File: src/rtl/gtxe2_chnl_tx_oob_if.sv
// Line-side bundle of the GTXE2 TX OOB generator: OOB requests, idle/data inputs,
// differential line outputs and status. The DUT takes the slave side.
interface gtxe2_chnl_tx_oob_if;
    logic       TXCOMINIT;
    logic       TXCOMWAKE;
    logic       TXELECIDLE;
    logic       data_serial;
    logic       TXP;
    logic       TXN;
    logic       TXCOMFINISH;
    logic       oob_busy;
    logic [1:0] state_dbg;

    // Requests are level-sampled on each clk edge. No backpressure is offered.
    // A request seen while oob_busy=1 is dropped, not queued.
    modport master (
        output TXCOMINIT, TXCOMWAKE, TXELECIDLE, data_serial,
        input  TXP, TXN, TXCOMFINISH, oob_busy, state_dbg
    );
    modport slave (
        input  TXCOMINIT, TXCOMWAKE, TXELECIDLE, data_serial,
        output TXP, TXN, TXCOMFINISH, oob_busy, state_dbg
    );
endinterface

File: src/rtl/gtxe2_chnl_tx_oob.sv
// SATA OOB (COMINIT/COMWAKE) burst generator for the GTXE2 TX path.
// All outputs are registered from the next-state decode, so a request at edge k shows at k+1.
module gtxe2_chnl_tx_oob #(
    parameter int burst_len     = 240,
    parameter int wake_idle_len = 240,
    parameter int init_idle_len = 720,
    parameter int bursts_num    = 6
) (
    input  logic                   clk,
    input  logic                   reset,
    gtxe2_chnl_tx_oob_if.slave     bus
);
    typedef enum logic [1:0] {IDLE = 2'd0, BURST = 2'd1, GAP = 2'd2, FIN = 2'd3} state_t;

    localparam logic [15:0] BURST_LAST = 16'(burst_len - 1);
    localparam logic [15:0] WAKE_LAST  = 16'(wake_idle_len - 1);
    localparam logic [15:0] INIT_LAST  = 16'(init_idle_len - 1);
    localparam logic [2:0]  LAST_BURST = 3'(bursts_num - 1);

    state_t      state, state_nxt;
    logic [15:0] len_cnt, len_cnt_nxt;
    logic [2:0]  burst_cnt, burst_cnt_nxt;
    logic        kind, kind_nxt;
    logic        burst_phase, burst_phase_nxt;
    logic        txp_q, txn_q, fin_q, busy_q;
    logic        txp_nxt, txn_nxt, fin_nxt, busy_nxt;
    logic [15:0] gap_last;
    logic        req;

    assign req      = bus.TXCOMINIT | bus.TXCOMWAKE;
    assign gap_last = kind ? INIT_LAST : WAKE_LAST;

    always_ff @(posedge clk or posedge reset) begin
        if (reset) begin
            state       <= IDLE;
            len_cnt     <= '0;
            burst_cnt   <= '0;
            kind        <= 1'b0;
            burst_phase <= 1'b0;
            txp_q       <= 1'b0;
            txn_q       <= 1'b0;
            fin_q       <= 1'b0;
            busy_q      <= 1'b0;
        end else begin
            state       <= state_nxt;
            len_cnt     <= len_cnt_nxt;
            burst_cnt   <= burst_cnt_nxt;
            kind        <= kind_nxt;
            burst_phase <= burst_phase_nxt;
            txp_q       <= txp_nxt;
            txn_q       <= txn_nxt;
            fin_q       <= fin_nxt;
            busy_q      <= busy_nxt;
        end
    end

    always_comb begin
        state_nxt     = state;
        len_cnt_nxt   = len_cnt;
        burst_cnt_nxt = burst_cnt;
        kind_nxt      = kind;
        case (state)
            IDLE: begin
                if (req) begin
                    state_nxt     = BURST;
                    kind_nxt      = bus.TXCOMINIT;  // init wins when both are high
                    len_cnt_nxt   = '0;
                    burst_cnt_nxt = '0;
                end
            end
            BURST: begin
                if (len_cnt == BURST_LAST) begin
                    state_nxt   = GAP;
                    len_cnt_nxt = '0;
                end else begin
                    len_cnt_nxt = len_cnt + 16'd1;
                end
            end
            GAP: begin
                if (len_cnt == gap_last) begin
                    len_cnt_nxt   = '0;
                    burst_cnt_nxt = burst_cnt + 3'd1;
                    state_nxt     = (burst_cnt == LAST_BURST) ? FIN : BURST;
                end else begin
                    len_cnt_nxt = len_cnt + 16'd1;
                end
            end
            FIN:     state_nxt = IDLE;
            default: state_nxt = IDLE;
        endcase
    end

    always_comb begin
        txp_nxt         = 1'b0;
        txn_nxt         = 1'b0;
        fin_nxt         = 1'b0;
        busy_nxt        = 1'b0;
        burst_phase_nxt = 1'b0;
        case (state_nxt)
            IDLE: begin
                txp_nxt = ~bus.TXELECIDLE & bus.data_serial;
                txn_nxt = ~bus.TXELECIDLE & ~bus.data_serial;
            end
            BURST: begin
                // Every burst opens with phase 1, then alternates each cycle.
                burst_phase_nxt = (state == BURST) ? ~burst_phase : 1'b1;
                txp_nxt         = burst_phase_nxt;
                txn_nxt         = ~burst_phase_nxt;
                busy_nxt        = 1'b1;
            end
            GAP: busy_nxt = 1'b1;
            FIN: begin
                fin_nxt  = 1'b1;
                busy_nxt = 1'b1;
            end
            default: ;
        endcase
    end

    assign bus.TXP         = txp_q;
    assign bus.TXN         = txn_q;
    assign bus.TXCOMFINISH = fin_q;
    assign bus.oob_busy    = busy_q;
    assign bus.state_dbg   = state;
endmodule

File: src/flat_wrapper.sv
// flat-port wrapper written by rule: the top's interface ports become plain ports
module gtxe2_chnl_tx_oob_flat 
#(
    parameter int burst_len     = 240,
    parameter int wake_idle_len = 240,
    parameter int init_idle_len = 720,
    parameter int bursts_num    = 6
)
  (clk, reset, bus_TXCOMINIT, bus_TXCOMWAKE, bus_TXELECIDLE, bus_data_serial, bus_TXP, bus_TXN, bus_TXCOMFINISH, bus_oob_busy, bus_state_dbg);
  gtxe2_chnl_tx_oob_if bus_i ();
  input  logic clk;
  input  logic reset;
  input wire logic [$bits(bus_i.TXCOMINIT)-1:0] bus_TXCOMINIT;
  input wire logic [$bits(bus_i.TXCOMWAKE)-1:0] bus_TXCOMWAKE;
  input wire logic [$bits(bus_i.TXELECIDLE)-1:0] bus_TXELECIDLE;
  input wire logic [$bits(bus_i.data_serial)-1:0] bus_data_serial;
  output wire logic [$bits(bus_i.TXP)-1:0] bus_TXP;
  output wire logic [$bits(bus_i.TXN)-1:0] bus_TXN;
  output wire logic [$bits(bus_i.TXCOMFINISH)-1:0] bus_TXCOMFINISH;
  output wire logic [$bits(bus_i.oob_busy)-1:0] bus_oob_busy;
  output wire logic [$bits(bus_i.state_dbg)-1:0] bus_state_dbg;
  assign bus_i.TXCOMINIT = bus_TXCOMINIT;
  assign bus_i.TXCOMWAKE = bus_TXCOMWAKE;
  assign bus_i.TXELECIDLE = bus_TXELECIDLE;
  assign bus_i.data_serial = bus_data_serial;
  assign bus_TXP = bus_i.TXP;
  assign bus_TXN = bus_i.TXN;
  assign bus_TXCOMFINISH = bus_i.TXCOMFINISH;
  assign bus_oob_busy = bus_i.oob_busy;
  assign bus_state_dbg = bus_i.state_dbg;
  gtxe2_chnl_tx_oob #(.burst_len(burst_len), .wake_idle_len(wake_idle_len), .init_idle_len(init_idle_len), .bursts_num(bursts_num)) u_core (.clk(clk), .reset(reset), .bus(bus_i));
endmodule
File: config.mk
export PLATFORM = sky130hd
export DESIGN_NAME = gtxe2_chnl_tx_oob_flat
export DESIGN_NICKNAME = d
export VERILOG_FILES = /design/src/rtl/gtxe2_chnl_tx_oob_if.sv /design/src/rtl/gtxe2_chnl_tx_oob.sv /design/src/flat_wrapper.sv
export SDC_FILE = /design/constraint.sdc
export NUM_CORES = 1
export LEC_CHECK = 0
export ABC_AREA = 1
export BUFFER_PORTS_ARGS = -buffer_cell sky130_fd_sc_hd__clkbuf_2
export CAP_MARGIN = 20
export CORE_MARGIN = 2
export CORE_UTILIZATION = 48
export DETAILED_ROUTE_END_ITERATION = 7
export GPL_ROUTABILITY_DRIVEN = 1
export PLACE_DENSITY = 0.66
export SETUP_SLACK_MARGIN = 0.3
export SLEW_MARGIN = 15
export SYNTH_ARGS = -nofsm -noshare
export SYNTH_HDL_FRONTEND = slang
export SYNTH_SLANG_ARGS = --single-unit
File: constraint.sdc
create_clock -name clk -period 2 [get_ports clk]
set_input_delay 0.1 -clock clk [delete_from_list [all_inputs] [get_ports clk]]
set_output_delay 0.1 -clock clk [all_outputs]
set_load 0.01 [all_outputs]
Yosys cells after proc, flatten, opt, wreduce, memory -nomap -nowiden
Index checks and enable logic that the tools add are counted.

Register bits: 27. Bits of input ports: 6. Output and inout bits: 6. Word-level logic and storage cells: 56.

$add $sub $neg: 2. Equal/unequal tests: 11. Mux-type cells: 19. Bitwise gates (word level): 7. Reduce and logical (&&, ||, !) cells: 8.

Operators with widths (number): 16-bit 2-to-1 mux (3); 16-bit one-hot mux with 3 select lines (1); 16-bit by 1-bit adder with 16-bit output (second input constant) (1); 16-bit == test (1); 16-bit by 8-bit == test with 1-bit output (second input constant) (1); 10-bit 2-to-1 mux (1); 2-bit == test (second input constant) (4); 2-bit 2-to-1 mux (4); 2-bit one-hot mux with 4 select lines (1); 3-bit 2-to-1 mux (2); 3-bit one-hot mux with 2 select lines (1); 2-bit by 1-bit == test with 1-bit output (second input constant) (2); 2-bit zero test (2); 1-bit 2-to-1 mux (4); 2-bit by 1-bit inequality test with 1-bit output (second input constant) (2); 1-bit inverter (4); 1-bit one-hot mux with 2 select lines (2); 2-bit AND reduction (2); 3-bit by 1-bit adder with 3-bit output (second input constant) (1); 3-bit == test (second input constant) (1); 3-bit AND reduction (1); 3-bit nonzero test (1); 3-bit OR reduction (1); 1-bit bitwise AND (2); 2 further kinds (2).

Longest topological paths before layout
Gate-level depths: netlist of the first run.

Depth after elaboration: 7. Gate-level depth with buffers: 13. Mapped depth without buffers: 12.

Worst setup path before layout of the first run
OpenSTA, ideal clock, no wires.

Path kind: reg2reg. Start: reg u_core.state[1] (netlist: u_core.bus.state_dbg[1]). End: reg u_core.len_cnt[10]. Library setup time: 94 ps. Data arrival time: 1634 ps. Required time: 1906 ps. Setup slack: 273 ps. Stages on the path, launching flop included: 8. Path buffers: 1. Clock period less this slack: 1727 ps. Cells stage by stage: dfrtp_1 > inv_1 > ha_1 > inv_1 > o21ai_2 > buf_4 > a31oi_1 > a211oi_1.

Cells in the longest elaborated chain, start to end: 3. Elaborated cells on any way between the ends: 7. Those cells by class: eq/ne: 3; mux: 1; reduce/logical: 3.

RTL lines: start, declared (RTL line gtxe2_chnl_tx_oob.sv:20) `state_t state, state_nxt;`; start signal, assigned (RTL line gtxe2_chnl_tx_oob.sv:45) `state <= state_nxt;`; 2-bit == test, or another cell as far along (RTL line gtxe2_chnl_tx_oob.sv:62) `case (state)`; 3-bit nonzero test (no source line) / 2-bit by 1-bit inequality test with 1-bit output (equally long branches); 2-bit AND reduction (no source line); end signal, assigned (RTL line gtxe2_chnl_tx_oob.sv:46) `len_cnt <= len_cnt_nxt;`; end, declared (RTL line gtxe2_chnl_tx_oob.sv:21) `logic [15:0] len_cnt, len_cnt_nxt;`.

Several ways; a longest one is shown, not always the timed one. A chain may end at the register's enable or synchronous reset.

Final worst setup path of the first run
Start: reg u_core.state[1] (netlist: u_core.bus.state_dbg[1]). End: reg u_core.len_cnt[4].

Same word-level chain as after synthesis.

==> results of run 1 <==
[what timing repair did]
item / in CTS / in global routing
pin swaps: 1 / 5
gates cloned: 0 / 0
resized for setup: 5 / 18
setup endpoints to repair: 14 / 21
hold buffers: 1 / 0
endpoints found under the hold margin: 27 / 0
setup buffers: 6 / 11
[registers in the layout (all words and copies together), names as in the netlist]
register / cells
u_core.len_cnt: 16
u_core.burst_cnt: 3
u_core.bus.state_dbg: 2
u_core.burst_phase: 1
u_core.bus.TXCOMFINISH: 1
u_core.bus.TXN: 1
u_core.bus.TXP: 1
u_core.bus.oob_busy: 1
u_core.kind: 1
[synthesized netlist by cell type, types with 2 or more instances]
master / count / area, µm²
nand3_1: 16 / 80.1
nand2_1: 53 / 199
nor2_2: 3 / 18.8
o21ai_2: 2 / 17.5
nand3_2: 3 / 30.0
nor2_1: 27 / 101
dfrtp_1: 27 / 676
xor2_1: 9 / 78.8
nand2_4: 2 / 22.5
o21ai_1: 5 / 25.0
ha_1: 6 / 75.1
nand4_1: 3 / 18.8
o21ai_0: 4 / 20.0
inv_2: 2 / 7.51
inv_1: 23 / 86.3
nand2_2: 4 / 25.0
buf_2: 2 / 10.0
a21oi_1: 8 / 40.0
[placed cells by master, fill, tap and decap left out, drive strengths merged, types with 2 or more instances in the layout]
| cell | instances |
|---|---|
| nand3 | 19 |
| nand4 | 4 |
| inv | 25 |
| nor2 | 31 |
| nand2 | 59 |
| ha | 6 |
| dfrtp | 27 |
| nor3 | 2 |
| a21oi | 9 |
| o21ai | 11 |
| xor2 | 9 |
| clkbuf | 15 |
| buf | 20 |
[power groups by stage]
stage          registers [µW]  clock network [µW]  logic, µW
2_1_floorplan             556                   0       9.39
3_3_place_gp              556                   0       21.2
3_5_place_dp              556                   0       21.5
4_1_cts                   546                 255       23.0
5_1_grt                   546                 268       25.1
6_report                  546                 241       21.3
[cell families after synthesis]
kind of cell             after synthesis
adder cells (fa/ha/maj)                6
AO/OA/AOI/OAI                         25
XOR/XNOR                              10
flip-flops                            27
AND/OR/NAND/NOR                      115
buffers and inverters                 28
[metrics by stage]
stage          cell area [µm²]  hold slack, ns
2_1_floorplan             1640           0.153
4_1_cts                   1860         0.00471
3_3_place_gp              1760           0.163
3_5_place_dp              1760           0.168
5_1_grt                   2000          0.0147
6_report                  2000          0.0126
[worst paths after layout]
check,endpoint,cells after the start,slack (ns),start
hold reg to reg,u_core.burst_cnt[0],1,0.54,u_core.burst_cnt[0]
setup / recovery,u_core.len_cnt[4],9,0.39,u_core.bus.state_dbg[1]
max in group asynchronous,u_core.len_cnt[8],4,1.40,reset
hold / removal,u_core.kind,3,0.01,bus_TXCOMINIT
setup reg to reg,u_core.len_cnt[4],9,0.39,u_core.bus.state_dbg[1]
min in group asynchronous,u_core.len_cnt[0],4,0.33,reset
[per-layer routing]
metal / vias to the layer above / track usage / routed length (µm)
met5: - / 0 / 0
met4: 0 / 0.0667 / 48
met3: 5 / 0.0217 / 47
met2: 12 / 0.283 / 1580
met1: 642 / 0.268 / 1710
li1: 741 / - / -
[cell type report]
class / instances / area (µm²) / area share
Timing Repair Buffer: 32 / 223 / 0.112
Tap cell: 46 / 57.6 / 0.0288
Sequential cell: 27 / 678 / 0.340
Multi-Input combinational cell: 156 / 918 / 0.460
Clock buffer: 4 / 26.3 / 0.0132
Inverter: 25 / 93.8 / 0.0470
[worst min-delay path: stages]
cell      delay, ns
clkbuf_2       0.11
nand2_1        0.06
nand2_1        0.05
==> flow_metrics.env, run 1 <==
export IMPL_num_vias=1400
export IMPL_drcViolationCount=0
export IMPL_dp_hpwl_um=2350
export IMPL_synth_edff_count=0
export IMPL_crit_type="flip-flop to flip-flop"
export IMPL_yosys_warnings=0
export IMPL_initialDrtViolationCount=64
export IMPL_async_reset_ff_frac=1.00
export IMPL_synth_fa_ha_area_frac=0.0460
export IMPL_design_core_area_um2=3310
export IMPL_synth_nets=223
export IMPL_layout_nets=257
export IMPL_wl_um=3390
export IMPL_slowest_delay_ns=0.39
export IMPL_synth_xor_area_share=0.0537
export IMPL_timing_slew_headroom=0.769
export IMPL_dpl_cell_count=268
export IMPL_num_rows=21
export IMPL_setup_violations=0
export IMPL_grt_pass1_wl_um=5770
export IMPL_cts_inserted_buffers=3
export IMPL_path_clk_slew_ns=0.14
export IMPL_crit_slowest_cell="dfrtp_1"
export IMPL_path_buf_inv=4
export IMPL_cts_root_buf="clkbuf_4"
export IMPL_h_tree_depth=1
export IMPL_num_antenna_cells=0
export IMPL_pre_cts_ws_ns=0.148
export IMPL_gp_congestion=0.824
export IMPL_syn_to_final_growth_pct=22.5
export IMPL_vias_per_cell=4.83
export IMPL_dieArea_um2=3880
export IMPL_die_y_um=62.3
export IMPL_final_util=0.603
export IMPL_ant_nets=0
export IMPL_wire_per_inst_um=11.7
export IMPL_worst_slew_pin_slew_ns=0.346
export IMPL_synthCells=211
export IMPL_rsz0062_at_grt="false"
export IMPL_cp_top_family="compound AO/OA/AOI/OAI gates"
export IMPL_p_int_uw=631
export IMPL_cp_cell_sequence="inv_2 -> ha_4 -> inv_2 -> o21ai_4 -> inv_2 -> buf_6 -> nor2_1 -> o21ai_0 -> a21oi_1"
export IMPL_antenna_found_initial=0
export IMPL_hold_viol=0
export IMPL_syn_area_um2=1630
export IMPL_setup_tns_final_ns=0
export IMPL_ios=12
export IMPL_drive_above_1_share=0.275
export IMPL_instances_no_fill=290
export IMPL_io_buffers=11
export IMPL_drv_slew=0
export IMPL_start_util=0.492
export IMPL_synth_compound_area_frac=0.0898
export IMPL_cts_tree="yes"
export IMPL_outcome="finished, final reports clean"
export IMPL_synth_distinct_cells=30
export IMPL_p_clk_frac=0.298
export IMPL_worst_path_max_fanout=9
export IMPL_synth_simple_area_share=0.328
export IMPL_synthMuxAreaShare=0
export IMPL_ys_flop_type="dfrtp_1"
export IMPL_seq_power_share=0.675
export IMPL_grt_pass1_vias=1286
export IMPL_peakVddDrop_mv=0.305
export IMPL_p_per_area_nw_per_um2=405
export IMPL_fin_skew_ns=0.00457
export IMPL_worstHoldPathType="input pin to flip-flop"
export IMPL_num_fill_cells=315
export IMPL_arrival_ns=1.88
export IMPL_cp_start_kind="flip-flop"
export IMPL_final_period_utilization=0.807
export IMPL_dieWidth_um=62.3
export IMPL_period_minus_slack_ns=1.61
export IMPL_ys_seq_area_frac=0.414
export IMPL_cpMostUsedCell="inv_2"
export IMPL_swShare=0.219
export IMPL_clk_path_buf_depth=2
export IMPL_clock_sinks=27
export IMPL_fmax_mhz=620
export IMPL_synth_top_family_by_area="simple AND/OR/NAND/NOR gates"
export IMPL_drt_pass1_iter_count=5
export IMPL_clk_insertion_delay_late_ns=0.33
export IMPL_cp_required_ns=2.26
export IMPL_grt_max_degree=28
export IMPL_p_leak_uw=0.00100
export IMPL_overflow=0
export IMPL_track_usage=0.184
export IMPL_pwr_share_comb=0.026
export IMPL_post_route_worst_setup_slack_ns=0.386
export IMPL_syn_avg_cell_area_um2=7.73
export IMPL_cap_violations=0
export IMPL_ys_ff_latch=27
export IMPL_netSwitchingPower_uw=177
export IMPL_end_kind="flip-flop"
export IMPL_p_total_uw=808
Note: power is estimated with default switching activity, not from simulation.
==> inputs of run 2 (changes only) <==
- clock period: 2 -> 1.5 ns (I/O delays scaled with it)
==> run 2 against run 1 <==
The flow now finishes with violations (negative setup slack). Utilization is 14 points higher. Setup slack worse by 0.54 ns. Design area is 24% higher. Power is 34% higher. Sequential cell count stayed put. Non-clock buffer count is 30 higher. First-iteration DRC count is 9.4% lower. Die area stayed put. Clock-buffer cell count stayed put. Final cell count is 10% higher. Combinational power is 58% higher. Routed wire length is 24% higher. Largest power group unchanged.
==> flow_metrics.env, run 2 (synthesized netlist as in run 1, its figures left out) <==
export IMPL_outcome="finished with violations"
export IMPL_violations="negative setup slack"
export IMPL_p_per_area_nw_per_um2=437
export IMPL_worst_slew_pin_slew_ns=0.404
export IMPL_antenna_found_initial=0
export IMPL_regMostFlops="u_core.len_cnt"
export IMPL_arrival_ns=1.89
export IMPL_cts_inserted_buffers=3
export IMPL_h_tree_depth=1
export IMPL_dieWidth_um=62.3
export IMPL_num_fill_cells=236
export IMPL_min_from="bus_data_serial"
export IMPL_cp_start_kind="flip-flop"
export IMPL_final_period_utilization=1.10
export IMPL_largest_reg_flops=16
export IMPL_wl_um=4200
export IMPL_reg2reg_from="u_core.len_cnt[1]"
export IMPL_peakVddDrop_mv=0.369
export IMPL_cts_root_buf="clkbuf_4"
export IMPL_grt_pass1_wl_um=6440
export IMPL_cap_violations=0
export IMPL_start_util=0.492
export IMPL_dp_hpwl_um=2570
export IMPL_drive_above_1_share=0.482
export IMPL_overflow=0
export IMPL_path_clk_slew_ns=0.14
export IMPL_timing_slew_headroom=0.728
export IMPL_dieArea_um2=3880
export IMPL_drcViolationCount=0
export IMPL_ff_latch_area_um2=677
export IMPL_clk_insertion_delay_late_ns=0.33
export IMPL_ios=12
export IMPL_drv_slew=0
export IMPL_num_antenna_cells=0
export IMPL_clk_path_buf_depth=2
export IMPL_layout_nets=287
export IMPL_cp_required_ns=1.74
export IMPL_track_usage=0.204
export IMPL_gp_congestion=0.815
export IMPL_rsz0062_at_grt="true"
export IMPL_final_common_cell="nand2_1"
export IMPL_multiInputGateArea_um2=1130
export IMPL_cp_startpoint="u_core.len_cnt[1]"
export IMPL_fmax_mhz=606
export IMPL_io_buffers=11
export IMPL_crit_type="flip-flop to flip-flop"
export IMPL_worst_path_max_fanout=4
export IMPL_end_kind="flip-flop"
export IMPL_ant_nets=0
export IMPL_initialDrtViolationCount=58
export IMPL_wire_per_inst_um=13.1
export IMPL_die_y_um=62.3
export IMPL_num_vias=1601
export IMPL_vias_per_cell=5.00
export IMPL_grt_max_degree=28
export IMPL_num_rows=21
export IMPL_period_minus_slack_ns=1.65
export IMPL_grt_pass1_vias=1475
export IMPL_final_cell_mix="nand2_1 (41), buf_4 (38), dfrtp_1 (26)"
export IMPL_fin_skew_ns=0.00390
export IMPL_instances_no_fill=320
export IMPL_design_core_area_um2=3310
export IMPL_setup_tns_final_ns=-1.56
export IMPL_p_leak_uw=0.00119
export IMPL_cts_tree="yes"
export IMPL_worstHoldPathType="input pin to flip-flop"
export IMPL_dpl_cell_count=300
export IMPL_clock_sinks=27
export IMPL_post_route_worst_setup_slack_ns=-0.151
export IMPL_hold_viol=0
export IMPL_syn_to_final_growth_pct=51.8
export IMPL_drt_pass1_iter_count=4
export IMPL_setup_violations=24
## run 2: cell count changes in the layout (fill, tap and decap cells not counted), moves of 3 or more
cell     delta
nand2_2     +9
nand3_2     +6
nor2_2      +4
nand2_1    -11
nand3_1     -9
a21oi_1     -4
nor2_4      +3
buf_6       +8
buf_4      +20
nor2_1      -7
nand3_4     +3
a21oi_2     +4
## run 2: power breakdown
| group | switching, µW | leakage [µW] | internal (µW) | total (µW) |
|---|---|---|---|---|
| logic | 21.2 | 0.000829 | 12.5 | 33.7 |
| registers | 0 | 0.000347 | 728 | 728 |
| clock network | 216 | 0.0000150 | 104 | 320 |
| total | 237 | 0.00119 | 845 | 1080 |
## run 2: stage by stage
stage / power (µW) / utilization / hold WS [ns] / cell area, µm² / setup WS (ns)
global route: 1130 / 0.748 / 0.00888 / 2470 / -0.249
CTS: 1090 / 0.664 / 0.00180 / 2200 / -0.0286
floorplan: 754 / - / 0.128 / 1690 / -0.0526
global placement: 769 / 0.615 / 0.131 / 2040 / -0.0522
detailed placement: 770 / 0.615 / 0.135 / 2040 / -0.0845
finish: 1080 / 0.748 / 0.00407 / 2470 / -0.151
## run 2: metal layers
metal / vias up / track usage / share of wire
met2: 31 / 0.330 / 0.48
met3: 6 / 0.0163 / 0.030
met1: 763 / 0.296 / 0.47
li1: 801 / - / -
met5: - / 0 / 0
met4: 0 / 0.0583 / 0.015
## run 2: final cells by class
| cell class | count | share of cell area |
|---|---|---|
| well taps | 46 | 0.0233 |
| inverters | 25 | 0.0399 |
| clock buffers | 4 | 0.0106 |
| flip-flops and latches | 27 | 0.274 |
| repair buffers | 62 | 0.195 |
| multi-input cells | 156 | 0.458 |
## run 2: repair_timing
action,CTS,global route
endpoints found under the hold margin,30,0
hold buffers,3,0
gates resized for setup,19,52
setup endpoints to repair,26,27
pin swaps,3,15
buffers inserted,5,8
## run 2: worst paths after layout
kind,to,slack [ns],cells past startpoint
hold reg to reg,u_core.burst_cnt[1],0.55,2
setup reg to reg,u_core.bus.TXN,-0.15,12
hold / removal,u_core.bus.TXN,0.004,4
min in group asynchronous,u_core.bus.TXP,0.31,4
max in group asynchronous,u_core.len_cnt[9],0.90,4
setup / recovery,u_core.bus.TXN,-0.15,12
## run 2: critical path, cell delays in order, from the launching register on
cell     delay (ns)
dfrtp_1        0.39
buf_6          0.11
ha_4           0.15
nand3_4        0.10
nor2_4         0.16
buf_6          0.12
nand3_2        0.06
nand2_1        0.06
nand2_1        0.07
nand2_2        0.14
inv_4          0.07
nand3_1        0.08
nand2_1        0.05
